==> src/rtl/piso_pkg.sv <==
// Shared types and sizing helpers for the piso_serializer block.
package piso_pkg;

  typedef enum logic [1:0] {
    IDLE  = 2'd0,
    SHIFT = 2'd1,
    GAP   = 2'd2
  } piso_state_t;

  // Largest supported inter-frame gap.
  localparam int unsigned MaxGapCycles = 15;

  // Bit counter is sized for WIDTH+1 frame bits plus headroom, so it never wraps in a frame.
  function automatic int unsigned bit_cnt_width(int unsigned width);
    return $clog2(width + 2);
  endfunction

  function automatic int unsigned gap_cnt_width();
    return $clog2(MaxGapCycles + 1);
  endfunction

endpackage

==> src/rtl/piso_bit_cnt.sv <==
// Loadable down-counter with a terminal-count flag (tc high when the count is zero).
module piso_bit_cnt #(
  parameter int unsigned CNT_WIDTH = 4
) (
  input  logic                 clk,
  input  logic                 rst,
  input  logic                 load,
  input  logic [CNT_WIDTH-1:0] load_val,
  input  logic                 dec,
  output logic                 tc
);

  logic [CNT_WIDTH-1:0] count_q;

  // Load takes priority over decrement; the count holds at zero.
  always_ff @(posedge clk) begin
    if (rst) begin
      count_q <= '0;
    end else if (load) begin
      count_q <= load_val;
    end else if (dec && !tc) begin
      count_q <= count_q - CNT_WIDTH'(1);
    end
  end

  assign tc = (count_q == '0);

endmodule

==> src/rtl/piso_serializer.sv <==
// Parallel-in/serial-out stage: accepts a WIDTH-bit word on valid/ready and emits it one bit per
// cycle as ser_out/ser_en, followed by GAP_CYCLES idle cycles.
// Optional macro PISO_SERIALIZER_PARITY_EN appends an even-parity bit after the data bits.
module piso_serializer
  import piso_pkg::*;
#(
  parameter int unsigned WIDTH      = 8,
  parameter int unsigned GAP_CYCLES = 1,
  parameter int unsigned MSB_FIRST  = 1
) (
  input  logic             clk,
  input  logic             rst,
  input  logic [WIDTH-1:0] in_data,
  input  logic             in_valid,
  output logic             in_ready,
  output logic             ser_out,
  output logic             ser_en,
  output logic             frame_start,
  output logic             busy
);

`ifdef PISO_SERIALIZER_PARITY_EN
  localparam int unsigned FrameLen = WIDTH + 1;
`else
  localparam int unsigned FrameLen = WIDTH;
`endif
  localparam int unsigned BitCntW = bit_cnt_width(WIDTH);
  localparam int unsigned GapCntW = gap_cnt_width();

  localparam logic [BitCntW-1:0] BitLoad = BitCntW'(FrameLen - 1);
  localparam logic [GapCntW-1:0] GapLoad = (GAP_CYCLES > 0) ? GapCntW'(GAP_CYCLES - 1) : '0;

  piso_state_t         state_q;
  logic [FrameLen-1:0] shreg_q;
  logic [FrameLen-1:0] frame_word;
  logic                accept;
  logic                last_bit;
  logic                bit_tc;
  logic                gap_tc;

  // Reorder the incoming word so that bit 0 is always the first bit on the wire.
  always_comb begin
    frame_word = '0;
    for (int i = 0; i < int'(WIDTH); i++) begin
      frame_word[i] = (MSB_FIRST != 0) ? in_data[int'(WIDTH) - 1 - i] : in_data[i];
    end
`ifdef PISO_SERIALIZER_PARITY_EN
    frame_word[FrameLen-1] = ^in_data;
`endif
  end

  // Ready in IDLE, and on the last bit when there is no gap so frames can run back to back.
  always_comb begin
    last_bit = (state_q == SHIFT) && bit_tc;
    in_ready = !rst && ((state_q == IDLE) || ((GAP_CYCLES == 0) && last_bit));
    accept   = in_valid && in_ready;
  end

  piso_bit_cnt #(
    .CNT_WIDTH(BitCntW)
  ) u_bit_cnt (
    .clk     (clk),
    .rst     (rst),
    .load    (accept),
    .load_val(BitLoad),
    .dec     (state_q == SHIFT),
    .tc      (bit_tc)
  );

  piso_bit_cnt #(
    .CNT_WIDTH(GapCntW)
  ) u_gap_cnt (
    .clk     (clk),
    .rst     (rst),
    .load    (last_bit),
    .load_val(GapLoad),
    .dec     (state_q == GAP),
    .tc      (gap_tc)
  );

  // Frame FSM with registered serial outputs; ser_out holds the current bit, shreg_q the rest.
  always_ff @(posedge clk) begin
    if (rst) begin
      state_q     <= IDLE;
      shreg_q     <= '0;
      ser_out     <= 1'b0;
      ser_en      <= 1'b0;
      frame_start <= 1'b0;
      busy        <= 1'b0;
    end else if (accept) begin
      state_q     <= SHIFT;
      ser_out     <= frame_word[0];
      shreg_q     <= frame_word >> 1;
      ser_en      <= 1'b1;
      frame_start <= 1'b1;
      busy        <= 1'b1;
    end else begin
      frame_start <= 1'b0;
      unique case (state_q)
        IDLE: begin
          busy <= 1'b0;
        end
        SHIFT: begin
          if (bit_tc) begin
            ser_out <= 1'b0;
            ser_en  <= 1'b0;
            if (GAP_CYCLES > 0) begin
              state_q <= GAP;
            end else begin
              state_q <= IDLE;
              busy    <= 1'b0;
            end
          end else begin
            ser_out <= shreg_q[0];
            shreg_q <= shreg_q >> 1;
          end
        end
        GAP: begin
          if (gap_tc) begin
            state_q <= IDLE;
            busy    <= 1'b0;
          end
        end
        default: begin
          state_q <= IDLE;
          ser_out <= 1'b0;
          ser_en  <= 1'b0;
          busy    <= 1'b0;
        end
      endcase
    end
  end

endmodule

==> config.mk <==
export PLATFORM = sky130hd
export DESIGN_NAME = piso_serializer
export DESIGN_NICKNAME = d
export VERILOG_FILES = /design/src/rtl/piso_pkg.sv /design/src/rtl/piso_bit_cnt.sv /design/src/rtl/piso_serializer.sv
export SDC_FILE = /design/constraint.sdc
export NUM_CORES = 1
export LEC_CHECK = 0
export ABC_CLOCK_PERIOD_IN_PS = 2700
export CAP_MARGIN = 15
export CORE_ASPECT_RATIO = 0.75
export CORE_MARGIN = 2
export CORE_UTILIZATION = 57
export CTS_CLUSTER_DIAMETER = 100
export DETAILED_ROUTE_END_ITERATION = 10
export GPL_TIMING_DRIVEN = 0
export HOLD_SLACK_MARGIN = 0.12
export PLACE_DENSITY = 0.87
export SETUP_SLACK_MARGIN = 0.5
export SLEW_MARGIN = 30
export SYNTH_ARGS = -nofsm -noshare
export SYNTH_HDL_FRONTEND = slang
export SYNTH_HIERARCHICAL = 1
export SYNTH_SLANG_ARGS = --single-unit
==> constraint.sdc <==
create_clock -name clk -period 2.7 [get_ports clk]
set_input_delay 0.54 -clock clk [delete_from_list [all_inputs] [get_ports clk]]
set_output_delay 0.54 -clock clk [all_outputs]
set_load 0.05 [all_outputs]
Word-level counts from Yosys, hierarchy flattened
Cells that the tools add are included.

Memories kept: 0. Memory bits (writable): 0. Register bits after elaboration: 21. Bits in read-only memories: 0. Logic and storage cells: 63. Output and inout port bits: 5. Input bits: 11. Bits in latches: 0.

Magnitude comparators: 0. Div/mod/pow operators: 0. Bitwise operators: 1. Shifts and indexed selects: 0. Multiply operators: 0. Add/subtract/negate cells: 2. Reductions and logical operators: 21. Mux-type cells: 19. Equality and inequality tests: 10.

Operator list (number): 7-bit 2-to-1 mux (3); 2-bit inequality test, second input constant (5); 4-bit zero test (2); 1-bit 2-to-1 mux (8); 4-bit by 1-bit subtractor with 4-bit output, second input constant (2); 3-bit 2-to-1 mux (2); 3-bit inequality test, second input constant (2); 1-bit case mux with 2 select lines (3); 2-bit case mux with 3 select lines (1); 2-bit AND reduction (3); 3-bit AND reduction (2); 2-bit OR reduction (3); 1-bit logical AND (5); 2-bit 2-to-1 mux (2); 2-bit nonzero test (2); 1-bit zero test (3); 2-bit by 1-bit equality test with 1-bit output, second input constant (1); 2-bit equality test, second input constant (1); 2-bit zero test (1); 2-bit by 1-bit inequality test with 1-bit output, second input constant (1); 1-bit NOT (1).

Depth between registers and ports, before layout
Depth after elaboration: 5. Depth in mapped cells: 9.

By module
The synthesis kept the hierarchy.

Modules (own cells, without submodules): piso_serializer (cells each 65, instances 1, area each 614.3 um2); piso_bit_cnt (cells each 29, instances 2, area each 262.8 um2).

Least setup slack after synthesis
OpenSTA, ideal clock, no wires.

Path type: input to output. From: input rst. To: output in_ready. Slack: 0.401 ns. Required time: 2.160 ns. Arrival: 1.759 ns. Cell stages on the path: 2. Cells stage by stage: clkbuf_1 -> nor3_1.

Longest elaborated chain between the ends: 2.

RTL lines: start, declared (line piso_serializer.sv:12) `input logic rst,`; 1-bit zero test (line piso_serializer.sv:55) `in_ready = !rst && ((state_q == IDLE) || ((GAP_CYCLES == 0) && last_bit));`; 1-bit logical AND (line piso_serializer.sv:55); end, declared (line piso_serializer.sv:15) `output logic in_ready,`.

Every way passes these cells.

Worst setup path after layout
From: register u_bit_cnt.count_q[1]. To: register shreg_q[2].

Longest elaborated chain between the ends: 3.

RTL lines: start, declared (line piso_bit_cnt.sv:13) `logic [CNT_WIDTH-1:0] count_q;`; start signal, assigned (line piso_bit_cnt.sv:20) `count_q <= load_val;`; start signal, assigned (line piso_bit_cnt.sv:22) `count_q <= count_q - CNT_WIDTH'(1);`; 4-bit zero test (line piso_bit_cnt.sv:26) `assign tc = (count_q == '0);`; named net bit_tc (line piso_serializer.sv:38) `logic bit_tc;`; 2-bit inequality test (no source line); 2-bit AND reduction (no source line); end signal, assigned (line piso_serializer.sv:93) `shreg_q <= frame_word >> 1;`; end signal, assigned (line piso_serializer.sv:115) `shreg_q <= shreg_q >> 1;`; end, declared (line piso_serializer.sv:34) `logic [FrameLen-1:0] shreg_q;`.

The timed path passes the listed nets, and every way through them passes these cells. A chain may end at the register's enable or synchronous reset.

==> results by group <==
Critical path
  • R2R Path End: shreg_q[2]$_SDFFE_PP0P_
  • Critical path arrival: 2270 ps
  • Crit-path max FO: 8
  • R2R cell count: 9
  • CP endpoint: shreg_q[2]$_SDFFE_PP0P_
  • Reg2reg start: u_bit_cnt/count_q[1]$_SDFFE_PP0P_
  • CP endpoint kind: register
  • WS Path Type: reg2reg
  • Flop2flop setup slack: 620 ps
  • CP Launch Type: register
  • Crit path required time: 2890 ps
  • CP Launch Point: u_bit_cnt/count_q[1]$_SDFFE_PP0P_

Pwr
  • Sw frac: 0.316
  • Peak VDD IR: ~0.38 mV
  • Part of the power in combinational logic: 0.283
  • Pwr Density: 514 nW/um2
  • Switching power: 222 uW
  • Clock network power share: 0.216
  • Int Power: 480 uW
  • Leakage: 0.505 nW
  • Sequential share of power: 0.502
  • Total chip power: 702 uW

Clock tree
  • Number of buffers created by CTS: 3
  • TritonCTS clock tree: built
  • Cts hold-fix bufs: 0
  • CTS Root Cell: clkbuf_4
  • CTS sink cnt: 21
  • Worst-path clk slew: 110 ps
  • Post CTS Setup Buffer Count: 0
  • H-tree levels: 1
  • Post-cts sizing count: 11
  • Worst-Skew Late Latency: 310 ps
  • Clk buf depth: 2

Drt
  • Drt first pass iters: 4
  • Via density: 5.65
  • DRC violations left: 0
  • Via count: 960
  • Iteration-0 DRC Markers: 26
  • Final antenna-violating net count: 0
  • Wirelength per Cell: ~13 um
  • Routed wire length: around 2.2 mm

Worst hold path
  • WHS Path Cells: 2
  • Hold WC Path Type: reg2reg

Place
  • GPL Wtd Cong: about 0.73
  • Setup WS pre-CTS: -537 ps
  • Detail Placement HPWL: 1.61 mm
  • Port buffer count: 15

Finish
  • Antenna cells: 0
  • Synth-to-Final Area Change: 19.8%
  • Final nets: approximately 160
  • Layout cells sized above 1: 0.128

Global route
  • Tot GR Track Use: 0.205
  • Global-route wire length before repair: 3.80 mm
  • Overflow left after global routing: 0
  • Vias in the first global route: about 900
  • Largest net degree at the start of global routing: 19
  • Antenna violations before repair: 0

Timing
  • Fmax: 481 MHz
  • Final Skew: 6.32 ps
  • Slew HR: 0.526
  • Worst Max-Slew Pin Slew: 708 ps
  • Final worst slack: 620 ps
  • Final min period: 2080 ps
  • Smallest hold slack: 514 ps
  • Pins Over Slew Limit: 0
  • Setup violators final: 0
  • Final Cycle Share: 0.770
  • RSZ-0062 raised after global routing: false
  • Hold Fails Final Rpt: 0

Die
  • Row cnt: 13
  • Ports: 16
  • Die area: 2380 um2
  • DIE WIDTH: approximately 56 um
  • Initial Utilization: 0.631
  • Die H: 42.7 um
  • Core area: 1810 um2

Synthesis
  • #FFs+latches synth: 21
  • Mean post-synth cell area: 9.27 um2
  • Top_reg_cell synth: dfxtp_1
  • Async S/R FF share, synth: 0
  • Share of the synthesized area in the top cell type: 0.369
  • EDFF count, synth: 0
  • Count leader, synth: dfxtp_1
  • Warnings, synthesis: 6
  • Post-synthesis sequential area ratio: 0.369
  • Mapped Area: 1140 um2
  • Synth area leaders: dfxtp_1, nand2b_1, a2111oi_4, o221ai_1, nand2_1
  • Commonest cells in the netlist: dfxtp_1, nand2_1, nor2_1, inv_1, nand2b_1
  • Leading area contributor after synthesis: dfxtp_1
  • Synth Instances: 123
  • Synth cell types: 36

Run
  • Max_cap viols: 0

Status
  • Run status: finished clean
[state kept, by name, indices dropped and copies added (netlist names)]
name / cells
ser_en: 1
state_q: 2
u_bit_cnt/count_q: 4
u_gap_cnt/count_q: 4
busy: 1
frame_start: 1
shreg_q: 7
ser_out: 1
[logic make-up after synthesis]
kind of cell    after synthesis  share of synthesized area
buf+inv                      16                     0.0735
other cells                   2                    0.00659
simple gates                 55                      0.296
flops                        21                      0.369
fa+ha+maj                     2                     0.0220
compound gates               24                      0.205
mux                           3                     0.0274
[layout make-up]
class	count	area, um2
multi-input combinational	92	663
fill	135	440
sequential	21	420
tap	22	27.5
clock buffer	4	26.3
timing repair buffer	15	140
inverter	11	41.3
buffer	5	46.3
[routing by layer]
metal,up-vias,track usage,wire [um],part of all wire
met2,26,0.345,1000,0.45
met3,6,0.0732,117,0.052
met5,-,0,0,0
li1,486,-,-,-
met1,442,0.243,1090,0.49
met4,0,0.0732,38,0.017
[stage by stage]
stage,cell area (um2),util,cells,setup TNS [ps]
floorplan,1170,-,129,0
global placement,1350,0.745,166,-737
detailed placement,1350,0.745,166,-942
CTS,1370,0.759,170,0
global route,1370,0.756,170,0
finish,1370,0.756,170,0
[power groups by stage]
stage                     sequential (mW)  combinational (mW)  clock, mW
after floorplan                     0.371               0.129          0
after global placement              0.357               0.190          0
after detailed placement            0.359               0.197          0
after global routing                0.355               0.216      0.169
final                               0.352               0.198      0.151
after CTS                           0.352               0.198      0.156
[worst min path at each step]
stage	endpoint	start
floorplan	shreg_q[6]$_SDFFE_PP0P_	shreg_q[6]$_SDFFE_PP0P_
global placement	shreg_q[6]$_SDFFE_PP0P_	shreg_q[6]$_SDFFE_PP0P_
detailed placement	shreg_q[6]$_SDFFE_PP0P_	shreg_q[6]$_SDFFE_PP0P_
CTS	shreg_q[6]$_SDFFE_PP0P_	shreg_q[6]$_SDFFE_PP0P_
global route	shreg_q[6]$_SDFFE_PP0P_	shreg_q[6]$_SDFFE_PP0P_
finish	shreg_q[6]$_SDFFE_PP0P_	shreg_q[6]$_SDFFE_PP0P_
[cell usage in the layout (no fill, tap or decap), types with 4 or more instances in the layout]
cell type        synthesis  routed
o221ai_1                 6       6
a311oi_1                 4       4
inv_1                   11      11
nand2b_1                 9       9
nand2_1                 13      13
clkdlybuf4s50_1          0      13
dfxtp_1                 21      21
clkbuf_4                 0       4
conb_1                   2       8
nor2_1                  12      12
[worst max-delay path: stages, from the launching register on]
cell      delay [ps]
dfxtp_1          380
inv_1             90
ha_1             220
or3b_4           290
inv_1             80
or3b_1           340
clkbuf_2         180
nand2b_1         110
buf_6            130
o221ai_1         140
(Power assumes the default switching activity.)
